File: config.mk
export PLATFORM = sky130hd
export DESIGN_NAME = pool_engine_flat
export DESIGN_NICKNAME = d
export VERILOG_FILES = /design/src/rtl/pool_engine_pkg.sv /design/src/rtl/pool_engine_if.sv /design/src/rtl/pool_ofifo.sv /design/src/rtl/pool_engine.sv /design/src/flat_wrapper.sv
export SDC_FILE = /design/constraint.sdc
export NUM_CORES = 2
export LEC_CHECK = 0
export BUFFER_PORTS_ARGS = -buffer_cell sky130_fd_sc_hd__buf_2
export CAP_MARGIN = 20
export CORE_UTILIZATION = 40
export CTS_CLUSTER_DIAMETER = 50
export CTS_CLUSTER_SIZE = 24
export DETAILED_ROUTE_END_ITERATION = 10
export GPL_TIMING_DRIVEN = 0
export HOLD_SLACK_MARGIN = 0.08
export PLACE_DENSITY = 0.56
export SETUP_SLACK_MARGIN = 0.1
export SLEW_MARGIN = 5
export SYNTH_ARGS = -nofsm -noshare
export SYNTH_HDL_FRONTEND = slang
export SYNTH_SLANG_ARGS = --single-unit
File: constraint.sdc
create_clock -name clk -period 80.8 [get_ports clk]
set_input_delay 20.2 -clock clk [delete_from_list [all_inputs] [get_ports clk]]
set_output_delay 20.2 -clock clk [all_outputs]
set_load 0.1 [all_outputs]
File: src/rtl/pool_engine_pkg.sv
// pool_engine_pkg: state encoding, fp16 ordering key and default widths shared by pool_engine
package pool_engine_pkg;
    localparam int LANES_DEF  = 8;
    localparam int DATA_W_DEF = 16;
    localparam int BURST_LEN  = 1;
    typedef enum logic [1:0] {IDLE = 2'd0, RUN = 2'd1, DRAIN = 2'd2, DONE = 2'd3} state_e;
    // unsigned order of the key matches numeric fp16 order, with -0 just below +0
    function automatic logic [15:0] fp16_key(input logic [15:0] x);
        return x[15] ? ~x : x | 16'h8000;
    endfunction
endpackage

File: src/rtl/pool_engine_if.sv
// pool_engine_if: configuration, data RAM read port and pooled result stream of pool_engine
interface pool_engine_if
    import pool_engine_pkg::*;
#(
    parameter int LANES  = LANES_DEF,
    parameter int DATA_W = DATA_W_DEF,
    parameter int ADDR_W = 10
);
    logic                    start;
    logic [3:0]              kernel;
    logic [3:0]              stride;
    logic [7:0]              i_side;
    logic [7:0]              o_side;
    logic [7:0]              groups;
    logic                    rd_en;
    logic [ADDR_W-1:0]       rd_addr;
    logic [LANES*DATA_W-1:0] rd_data;
    logic                    out_valid;
    logic                    out_ready;
    logic [DATA_W-1:0]       out_data;
    logic                    busy;
    logic                    finish;
    modport slave (
        input  start, kernel, stride, i_side, o_side, groups, rd_data, out_ready,
        output rd_en, rd_addr, out_valid, out_data, busy, finish
    );
    modport master (
        output start, kernel, stride, i_side, o_side, groups, rd_data, out_ready,
        input  rd_en, rd_addr, out_valid, out_data, busy, finish
    );
endinterface

File: src/rtl/pool_ofifo.sv
// pool_ofifo: LANES-wide result buffer with occupancy count and same-cycle push/pop
module pool_ofifo #(
    parameter int W     = 128,
    parameter int DEPTH = 4
) (
    input  logic                     clk,
    input  logic                     rst,
    input  logic                     push_i,
    input  logic [W-1:0]             data_i,
    input  logic                     pop_i,
    output logic [W-1:0]             data_o,
    output logic [$clog2(DEPTH):0]   count_o
);
    localparam int AW = $clog2(DEPTH);
    logic [W-1:0]  mem_q [DEPTH];
    logic [AW-1:0] wp_q, rp_q;
    logic [AW:0]   cnt_q;
    always_ff @(posedge clk or posedge rst)
        if (rst) begin
            for (int i = 0; i < DEPTH; i++) mem_q[i] <= '0;
            wp_q  <= '0;
            rp_q  <= '0;
            cnt_q <= '0;
        end else begin
            if (push_i) begin
                mem_q[wp_q] <= data_i;
                wp_q        <= wp_q + 1'b1;
            end
            if (pop_i) rp_q <= rp_q + 1'b1;
            cnt_q <= cnt_q + (AW+1)'(push_i) - (AW+1)'(pop_i);
        end
    assign data_o  = mem_q[rp_q];
    assign count_o = cnt_q;
endmodule

File: src/rtl/pool_engine.sv
// pool_engine: k x k fp16 max-pool walker, per-lane reducers and lane serializer.
// POOL_PERF_EN adds cyc_count / stall_count performance counters.
module pool_engine
    import pool_engine_pkg::*;
#(
    parameter int LANES       = LANES_DEF,
    parameter int DATA_W      = DATA_W_DEF,
    parameter int ADDR_W      = 10,
    parameter int OFIFO_DEPTH = 4
) (
    input  logic         clk,
    input  logic         rst,
    pool_engine_if.slave bus
`ifdef POOL_PERF_EN
    ,
    output logic [31:0]  cyc_count,
    output logic [31:0]  stall_count
`endif
);
    localparam int CW = $clog2(OFIFO_DEPTH) + 1;
    localparam int LW = LANES > 1 ? $clog2(LANES) : 1;
    localparam int W  = LANES * DATA_W;

    state_e            st_q, st_d;
    logic [3:0]        k_q, s_q, kx_q, kx_d, ky_q, ky_d;
    logic [7:0]        is_q, os_q, gn_q, ox_q, ox_d, oy_q, oy_d, g_q, g_d;
    logic [ADDR_W-1:0] sq_q, sis_q, gb_q, gb_d, rb_q, rb_d, cb_q, cb_d, kr_q, kr_d;
    logic              pend_q, first_q, last_q;
    logic [LW-1:0]     lane_q;
    logic [W-1:0]      win, head;
    logic [CW-1:0]     cnt;
    logic              go, deg, lkx, lky, lox, loy, lg, wfirst, rd, last_rd;
    logic              push, acc, pop, drained, busy;

    // i_side^2 and stride*i_side are formed once at start by shift-add, so the walker only adds
    function automatic logic [ADDR_W-1:0] smul(input logic [7:0] a, input logic [7:0] b);
        logic [ADDR_W-1:0] r = '0;
        for (int i = 0; i < 8; i++) r = a[i] ? r + (ADDR_W'(b) << i) : r;
        return r;
    endfunction

    assign go      = st_q == IDLE && bus.start;
    assign deg     = k_q == 4'd0 || os_q == 8'd0 || gn_q == 8'd0;
    assign lkx     = kx_q == k_q - 4'd1;
    assign lky     = ky_q == k_q - 4'd1;
    assign lox     = ox_q == os_q - 8'd1;
    assign loy     = oy_q == os_q - 8'd1;
    assign lg      = g_q == gn_q - 8'd1;
    assign wfirst  = kx_q == 4'd0 && ky_q == 4'd0;
    assign rd      = st_q == RUN && !deg && (!wfirst || cnt <= CW'(OFIFO_DEPTH - 2));
    assign last_rd = rd && lkx && lky && lox && loy && lg;
    assign push    = pend_q && last_q;
    assign acc     = bus.out_valid && bus.out_ready;
    assign pop     = acc && lane_q == LW'(LANES - 1);
    assign drained = !pend_q && (cnt == '0 || (cnt == CW'(1) && pop));
    assign busy    = st_q == RUN || st_q == DRAIN;

    always_comb begin
        kx_d = kx_q;
        ky_d = ky_q;
        ox_d = ox_q;
        oy_d = oy_q;
        g_d  = g_q;
        gb_d = gb_q;
        rb_d = rb_q;
        cb_d = cb_q;
        kr_d = kr_q;
        if (rd) begin
            kx_d = lkx ? 4'd0 : kx_q + 4'd1;
            if (lkx) begin
                ky_d = lky ? 4'd0 : ky_q + 4'd1;
                kr_d = kr_q + ADDR_W'(is_q);
                if (lky) begin
                    ox_d = lox ? 8'd0 : ox_q + 8'd1;
                    cb_d = cb_q + ADDR_W'(s_q);
                    kr_d = cb_d;
                    if (lox) begin
                        oy_d = loy ? 8'd0 : oy_q + 8'd1;
                        rb_d = rb_q + sis_q;
                        cb_d = rb_d;
                        kr_d = rb_d;
                        if (loy) begin
                            g_d  = g_q + 8'd1;
                            gb_d = gb_q + sq_q;
                            rb_d = gb_d;
                            cb_d = gb_d;
                            kr_d = gb_d;
                        end
                    end
                end
            end
        end
    end

    always_comb begin
        st_d = st_q;
        case (st_q)
            IDLE:    st_d = go ? RUN : IDLE;
            RUN:     st_d = deg ? DONE : last_rd ? DRAIN : RUN;
            DRAIN:   st_d = drained ? DONE : DRAIN;
            default: st_d = IDLE;
        endcase
    end

    always_ff @(posedge clk or posedge rst)
        if (rst) begin
            st_q    <= IDLE;
            k_q     <= '0;
            s_q     <= '0;
            is_q    <= '0;
            os_q    <= '0;
            gn_q    <= '0;
            sq_q    <= '0;
            sis_q   <= '0;
            kx_q    <= '0;
            ky_q    <= '0;
            ox_q    <= '0;
            oy_q    <= '0;
            g_q     <= '0;
            gb_q    <= '0;
            rb_q    <= '0;
            cb_q    <= '0;
            kr_q    <= '0;
            pend_q  <= 1'b0;
            first_q <= 1'b0;
            last_q  <= 1'b0;
            lane_q  <= '0;
        end else begin
            st_q    <= st_d;
            pend_q  <= rd;
            first_q <= rd && wfirst;
            last_q  <= rd && lkx && lky;
            if (acc) lane_q <= pop ? '0 : lane_q + 1'b1;
            if (go) begin
                k_q   <= bus.kernel;
                s_q   <= bus.stride;
                is_q  <= bus.i_side;
                os_q  <= bus.o_side;
                gn_q  <= bus.groups;
                sq_q  <= smul(bus.i_side, bus.i_side);
                sis_q <= smul({4'd0, bus.stride}, bus.i_side);
                kx_q  <= '0;
                ky_q  <= '0;
                ox_q  <= '0;
                oy_q  <= '0;
                g_q   <= '0;
                gb_q  <= '0;
                rb_q  <= '0;
                cb_q  <= '0;
                kr_q  <= '0;
            end else begin
                kx_q  <= kx_d;
                ky_q  <= ky_d;
                ox_q  <= ox_d;
                oy_q  <= oy_d;
                g_q   <= g_d;
                gb_q  <= gb_d;
                rb_q  <= rb_d;
                cb_q  <= cb_d;
                kr_q  <= kr_d;
            end
        end

    for (genvar l = 0; l < LANES; l++) begin : g_lane
        logic [DATA_W-1:0] x, mx_q;
        assign x = bus.rd_data[l*DATA_W +: DATA_W];
        assign win[l*DATA_W +: DATA_W] = first_q || fp16_key(x) > fp16_key(mx_q) ? x : mx_q;
        always_ff @(posedge clk or posedge rst)
            if (rst) mx_q <= '0;
            else if (pend_q) mx_q <= win[l*DATA_W +: DATA_W];
    end

    pool_ofifo #(.W(W), .DEPTH(OFIFO_DEPTH)) u_ofifo (
        .clk    (clk),
        .rst    (rst),
        .push_i (push),
        .data_i (win),
        .pop_i  (pop),
        .data_o (head),
        .count_o(cnt)
    );

    assign bus.rd_en     = rd;
    assign bus.rd_addr   = rd ? kr_q + ADDR_W'(kx_q) : '0;
    assign bus.out_valid = cnt != '0;
    assign bus.out_data  = bus.out_valid ? head[lane_q*DATA_W +: DATA_W] : '0;
    assign bus.busy      = busy;
    assign bus.finish    = st_q == DONE;

`ifdef POOL_PERF_EN
    always_ff @(posedge clk or posedge rst)
        if (rst) begin
            cyc_count   <= '0;
            stall_count <= '0;
        end else if (go) begin
            cyc_count   <= '0;
            stall_count <= '0;
        end else begin
            if (busy) cyc_count <= cyc_count + 32'd1;
            if (st_q == RUN && !rd) stall_count <= stall_count + 32'd1;
        end
`endif
endmodule

File: src/flat_wrapper.sv
// flat-port wrapper written by rule: the top's interface ports become plain ports
module pool_engine_flat import pool_engine_pkg::*;
#(
    parameter int LANES       = LANES_DEF,
    parameter int DATA_W      = DATA_W_DEF,
    parameter int ADDR_W      = 10,
    parameter int OFIFO_DEPTH = 4
)
  (clk, rst, bus_start, bus_kernel, bus_stride, bus_i_side, bus_o_side, bus_groups, bus_rd_data, bus_out_ready, bus_rd_en, bus_rd_addr, bus_out_valid, bus_out_data, bus_busy, bus_finish);
  pool_engine_if #(.LANES(LANES), .DATA_W(DATA_W), .ADDR_W(ADDR_W)) bus_i ();
  input  logic clk;
  input  logic rst;
  input wire logic [$bits(bus_i.start)-1:0] bus_start;
  input wire logic [$bits(bus_i.kernel)-1:0] bus_kernel;
  input wire logic [$bits(bus_i.stride)-1:0] bus_stride;
  input wire logic [$bits(bus_i.i_side)-1:0] bus_i_side;
  input wire logic [$bits(bus_i.o_side)-1:0] bus_o_side;
  input wire logic [$bits(bus_i.groups)-1:0] bus_groups;
  input wire logic [$bits(bus_i.rd_data)-1:0] bus_rd_data;
  input wire logic [$bits(bus_i.out_ready)-1:0] bus_out_ready;
  output wire logic [$bits(bus_i.rd_en)-1:0] bus_rd_en;
  output wire logic [$bits(bus_i.rd_addr)-1:0] bus_rd_addr;
  output wire logic [$bits(bus_i.out_valid)-1:0] bus_out_valid;
  output wire logic [$bits(bus_i.out_data)-1:0] bus_out_data;
  output wire logic [$bits(bus_i.busy)-1:0] bus_busy;
  output wire logic [$bits(bus_i.finish)-1:0] bus_finish;
  assign bus_i.start = bus_start;
  assign bus_i.kernel = bus_kernel;
  assign bus_i.stride = bus_stride;
  assign bus_i.i_side = bus_i_side;
  assign bus_i.o_side = bus_o_side;
  assign bus_i.groups = bus_groups;
  assign bus_i.rd_data = bus_rd_data;
  assign bus_i.out_ready = bus_out_ready;
  assign bus_rd_en = bus_i.rd_en;
  assign bus_rd_addr = bus_i.rd_addr;
  assign bus_out_valid = bus_i.out_valid;
  assign bus_out_data = bus_i.out_data;
  assign bus_busy = bus_i.busy;
  assign bus_finish = bus_i.finish;
  pool_engine #(.LANES(LANES), .DATA_W(DATA_W), .ADDR_W(ADDR_W), .OFIFO_DEPTH(OFIFO_DEPTH)) u_core (.clk(clk), .rst(rst), .bus(bus_i));
endmodule
; After elaboration in Yosys (flattened, before gate mapping)
; Cells that the tools add are included.
[op_classes]
addsub = 28
multipliers = 0
div = 0
magnitude_cmp = 12
n_eq_ne = 10
shift = 1
muxes = 95
n_bitwise = 18
reduce_logical = 49
[op_table]
columns = operator, n
row1 = $bwmux W512, 1
row2 = $mux W16, 25
row3 = $mux W128, 3
row4 = $mux W10, 32
row5 = $bmux W128 S2, 1
row6 = $demux W128 S2, 1
row7 = $not A16 Y16, 16
row8 = $mux W8, 19
row9 = $gt A16 B16 Y1, 8
row10 = $shiftx A128 B8 Y16, 1
row11 = $add A10 B10 Y10, 10
row12 = $mux W4, 7
row13 = $add A8 B1 Y8 const B, 3
row14 = $eq A8 B8 Y1, 3
row15 = $add A10 B4 Y10, 2
row16 = $add A10 B9 Y10, 2
row17 = $logic_and A1 B1 Y1, 16
row18 = $logic_not A8 Y1, 2
row19 = $sub A8 B1 Y8 const B, 2
row20 = $logic_or A1 B1 Y1, 13
row21 = $logic_not A4 Y1, 3
row22 = $add A10 B8 Y10, 1
row23 = $reduce_bool A2 Y1, 5
row24 = $add A4 B1 Y4 const B, 2
row25 = 26 further kinds, 35
[word_totals]
register_bits = 779
latch_bits = 0
ram_bits = 0
romBits = 0
in_bits = 164
out_inout_bits = 30
mem_count = 0

; Depth between registers and ports, before layout
[depth]
word_depth = 15
mapped_depth = 42
depth_no_buf = 39

; By module
; From an unflattened synthesis, not the netlist that was laid out.
[unflattened]
cells_unflattened = 3611
area_unflattened_um2 = 45643.8
[by_module_without_submodules]
columns = mod, instances, cells_each, area_each_um2
row1 = pool_engine, 1, 2340, 22989.5
row2 = pool_ofifo, 1, 1271, 22654.2

; Worst setup path after synthesis
; OpenSTA, ideal clock, no wires.
[synth_timing]
kind = input port to flip-flop
startpoint = input port bus_i_side[2]
endpoint = register u_core.sq_q[9]
arrival_ns = 27.438
required_time_ns = 80.666
slack_ns = 53.228
cell_stages = 40
path_buffers = 3
cell_sequence = buf_6 > clkbuf_1 > clkbuf_1 > and2_1 > ha_1 > a221oi_1 > a21oi_1 > xnor2_1 > a21oi_1 > ha_1 > a21oi_1 > a21oi_1 > a211oi_1 > xnor2_1 > mux2_2 > ha_1 > or2_2 > o31a_1 > [... 4 more ...] > xor2_1 > nand2_1 > o311a_1 > ha_1 > xor2_1 > a21oi_1 > ha_1 > xnor2_1 > a2bb2oi_1 > fa_1 > xnor2_1 > nand2_1 > xor2_1 > xnor2_1 > xnor2_1 > xnor2_1 > xnor2_1 > o21ai_0
[synth_via]
elab_chain_cells = 15
[synth_rtl]
columns = element, line_no
row1 = "start, declared", flat_wrapper.sv:16  ; input wire logic [$bits(bus_i.i_side)-1:0] bus_i_side;
row2 = $mux W8, pool_engine.sv:38  ; for (int i = 0; i < 8; i++) r = a[i] ? r + (ADDR_W'(b) << i) : r;
row3 = $add A10 B9 Y10, pool_engine.sv:38
row4 = $mux W10, pool_engine.sv:38
row5 = $add A10 B10 Y10, pool_engine.sv:38
row6 = $mux W10, pool_engine.sv:38
row7 = $add A10 B10 Y10, pool_engine.sv:38
row8 = $mux W10, pool_engine.sv:38
row9 = $add A10 B10 Y10, pool_engine.sv:38
row10 = $mux W10, pool_engine.sv:38
row11 = $add A10 B10 Y10, pool_engine.sv:38
row12 = $mux W10, pool_engine.sv:38
row13 = $add A10 B10 Y10, pool_engine.sv:38
row14 = $mux W10, pool_engine.sv:38
row15 = $add A10 B10 Y10, pool_engine.sv:38
row16 = $mux W10 (*), pool_engine.sv:38
row17 = "end signal, assigned", pool_engine.sv:140  ; sq_q <= smul(bus.i_side, bus.i_side);
row18 = "end, declared", pool_engine.sv:27  ; logic [ADDR_W-1:0] sq_q, sis_q, gb_q, gb_d, rb_q, rb_d, cb_q, cb_d, kr_q, kr_d;
; Mark *: on every way between the ends. The rest lies on a longest branch, timed or not.
; A chain may end at the register's enable or synchronous reset.

; Final worst setup path
; Same ends and word-level chain as after synthesis.

==> impl_metrics.py <==
metrics = {
    "run_status": {
        "status": "finished clean",
    },
    "clocking": {
        "root_buffer": "clkbuf_16",
        "cts.htree.levels": 3,
        "postCtsHoldBufs": 0,
        "ctsLongestPathBuffers": 3,
        "clk_latency_ps": 710,
        "cts_tree": "built",
        "cts_buffers": 108,
        "postCtsResizedCells": 0,
        "post_cts.repair.setup_buffers": 0,
        "clk_pin_slew_worst_paths_ps": 50,
        "cts.sinks": 778,
    },
    "timing": {
        "worst_pin_slew_ps": 1104,
        "hold_violations": 0,
        "setup_viol": 0,
        "min_period_over_period_pct": 35.15,
        "fmax_mhz": 35.21,
        "slew_headroom_pct": 26.40,
        "slew_violations": 0,
        "fin_skew_ps": 26.22,
        "min_period_ps": 28400,
        "tns_ps": 0,
        "rsz0062_at_grt": "false",
    },
    "logic_synthesis": {
        "synthTopCellsByArea": "dfrtp_1 43%, mux4_2 7.9%, ha_1 6.5%",
        "synth_fp_nets": 4767,
        "synth_warnings": 0,
        "synth_cell_types": 81,
        "syn_area_um2": 45530,
        "ys_dominant_reg_cell": "dfrtp_1",
        "yosysSeqAreaShare_pct": 42.76,
        "synth_area_leader_cell": "dfrtp_1",
        "synth_seq_cells": 778,
        "synth_top_cell_area_share_pct": 42.76,
        "async_flop_share_pct": 100.0,
        "synth_edf_count": 0,
        "synth_area_per_cell_um2": 10.47,
        "synth_cells": 4350,
    },
    "placed_design": {
        "dp_hpwl_um": 100700,
        "place_congestion": 0.8777,
        "io_buffers": 182,
    },
    "power": {
        "peakVddDrop_mv": 0.05074,
        "p_leak_nw": 23.45,
        "p_per_area_nw_per_um2": 44.54,
    },
    "route": {
        "routed_wl_um": 136800,
        "drtPass1Iterations": 5,
        "wire_per_inst_um": 21.88,
        "vias": 34650,
        "vias_per_cell": 5.543,
        "drtIter0Drc": 2612,
        "drc_errors": 0,
        "ant_nets": 0,
    },
    "job": {
        "cap_viol_max_count": 0,
    },
    "floorplanning": {
        "dieWidth_um": 339.4,
        "die_h_um": 339.4,
        "core_um2": 112700,
        "rows": 123,
        "dieArea_um2": 115200,
        "start_util_pct": 40.41,
        "ios": 194,
    },
    "final_layout": {
        "ff_latch_area_um2": 19470,
        "area_delta_synth_final_pct": 15.32,
        "drive_gt1_share_pct": 16.13,
        "layout_common_cells": "778 x dfrtp_1, 664 x nand2_1, 351 x o21ai_0, 238 x ha_1, 235 x o31ai_1",
        "nNetsFinal": 5072,
        "multi_input_area_um2": 24710,
        "final_util_pct": 46.61,
        "nFillCells": 10730,
        "mostFrequentLayoutCell": "dfrtp_1",
    },
    "worst_setup_path": {
        "critPathBufInv": 4,
        "critPathSlowestCell": "fa_1",
        "cpPeakStageDelay_ps": 450,
        "crit_type": "input port to flop",
        "required_ps": 81350,
        "endpoint_kind": "flop",
        "cp_max_fo": 10,
        "crit_top_cell": "xnor2_1",
        "crit_family": "compound AO/OA/AOI/OAI gates",
        "crit_arrival_ps": 28950,
        "reg2reg_slack_ps": 75980,
        "cp-start-kind": "input port",
    },
    "global_route": {
        "grt_overflow": 0,
        "grt_pass1_wl_um": 212100,
        "antenna_found_initial": 17,
        "grt_start_max_net_pins": 121,
        "grtUsageTotal_pct": 23.70,
        "first_global_vias": 34840,
    },
    "min_path": {
        "hp-class": "flop to flop",
    },
}
[cell usage after synthesis (all sizes together) (11+ instances only)]
cell type and n:
and2 14, a22oi 11, a31oi 22, a21oi 189, nor3 30, inv 68
o21a 25, mux2i 178, fa 15, o21ai 358, o31ai 235, nand4 33
nor2b 28, nand2 664, mux4 160, nor4 11, clkbuf 227, or3 49
a21o 55, xnor2 205, buf 52, or2 21, and3 15, nand3 33
nand2b 32, xor2 165, a211oi 19, nor2 173, dfrtp 778, mux2 145
ha 238, a22o 13
[kinds of logic (layout without fill, tap and decap cells)]
kind of cell,after synthesis,in the layout,share of synthesized area [%]
muxes,483,483,15.43
buffers and inverters,351,749,2.979
xor gates and xnor gates,373,373,7.283
and+or+nand+nor,1131,1131,11.01
DFF,778,778,42.76
other,0,3,0
adders and majority gates,254,254,7.223
AOI/OAI and AO/OA,980,980,13.31
[per-layer routing]
layer,global-route usage [%],share of wire (%)
met5,0,0.12
met3,4.178,5.7
met2,38.24,47
met1,32.90,45
met4,6.128,2.3
[tightest hold or removal path: stages (launching register included)]
cell	delay, ps
dfrtp_1	330
nand2_1	50
o31ai_1	50
[worst paths after layout]
kind                       cells after the start                         to                      start
min                                            2  u_core.u_ofifo.mem_q[401]  u_core.u_ofifo.mem_q[401]
max in group asynchronous                      5   u_core.g_lane[5].mx_q[1]                        rst
max reg2reg                                   14   u_core.u_ofifo.mem_q[19]  u_core.g_lane[1].mx_q[15]
min reg2reg                                    2  u_core.u_ofifo.mem_q[401]  u_core.u_ofifo.mem_q[401]
min in group asynchronous                      2   u_core.g_lane[1].mx_q[9]                        rst
max                                           41             u_core.sq_q[9]              bus_i_side[2]
[cell type report]
| class | count | share of cell area, % |
|---|---|---|
| flip-flops and latches | 778 | 37.08 |
| inverters | 72 | 0.5290 |
| well taps | 1500 | 3.575 |
| clock buffers | 126 | 5.526 |
| clock inverters | 77 | 1.933 |
| plain buffers | 279 | 2.071 |
| diodes | 3 | 0.01430 |
| repair buffers | 195 | 2.214 |
| multi-input cells | 3221 | 47.06 |
[sequential cells by signal, summed over array words and instances (netlist names), 3 cells and up]
register / count
u_core.ox_q: 8
u_core.g_q: 8
u_core.rb_q: 10
u_core.sis_q: 10
u_core.oy_q: 8
u_core.s_q: 4
u_core.u_ofifo.count_o: 3
u_core.k_q: 4
u_core.u_ofifo.mem_q: 512
u_core.sq_q: 10
u_core.cb_q: 10
u_core.ky_q: 4
u_core.kx_q: 4
u_core.lane_q: 3
u_core.gb_q: 10
u_core.g_lane.mx_q: 128
u_core.os_q: 8
u_core.is_q: 7
u_core.kr_q: 10
u_core.gn_q: 8
[power breakdown]
| part | switching, mW | leakage [nW] | internal, mW | total (mW) |
|---|---|---|---|---|
| sequential | 0.0944 | 8.61 | 0.535 | 0.629 |
| combinational | 0.724 | 12.9 | 0.472 | 1.20 |
| clock | 0.200 | 1.89 | 0.313 | 0.514 |
| total | 1.02 | 23.4 | 1.32 | 2.34 |
[through the flow]
stage | instances | power, mW | instance area (um^2) | setup slack, ps | hold WS (ps)
after CTS | 6243 | 2.343 | 52450 | 52530 | 475.4
after global placement | 6032 | 1.809 | 48310 | 28930 | 455.2
after global routing | 6248 | 2.480 | 52500 | 51750 | 487.3
after floorplan | 4350 | 1.489 | 45530 | 38760 | 442.8
after detailed placement | 6040 | 1.823 | 48530 | 51830 | 462.3
final | 6251 | 2.338 | 52500 | 52400 | 472.2
No activity file was read; power rests on OpenSTA's default activity.
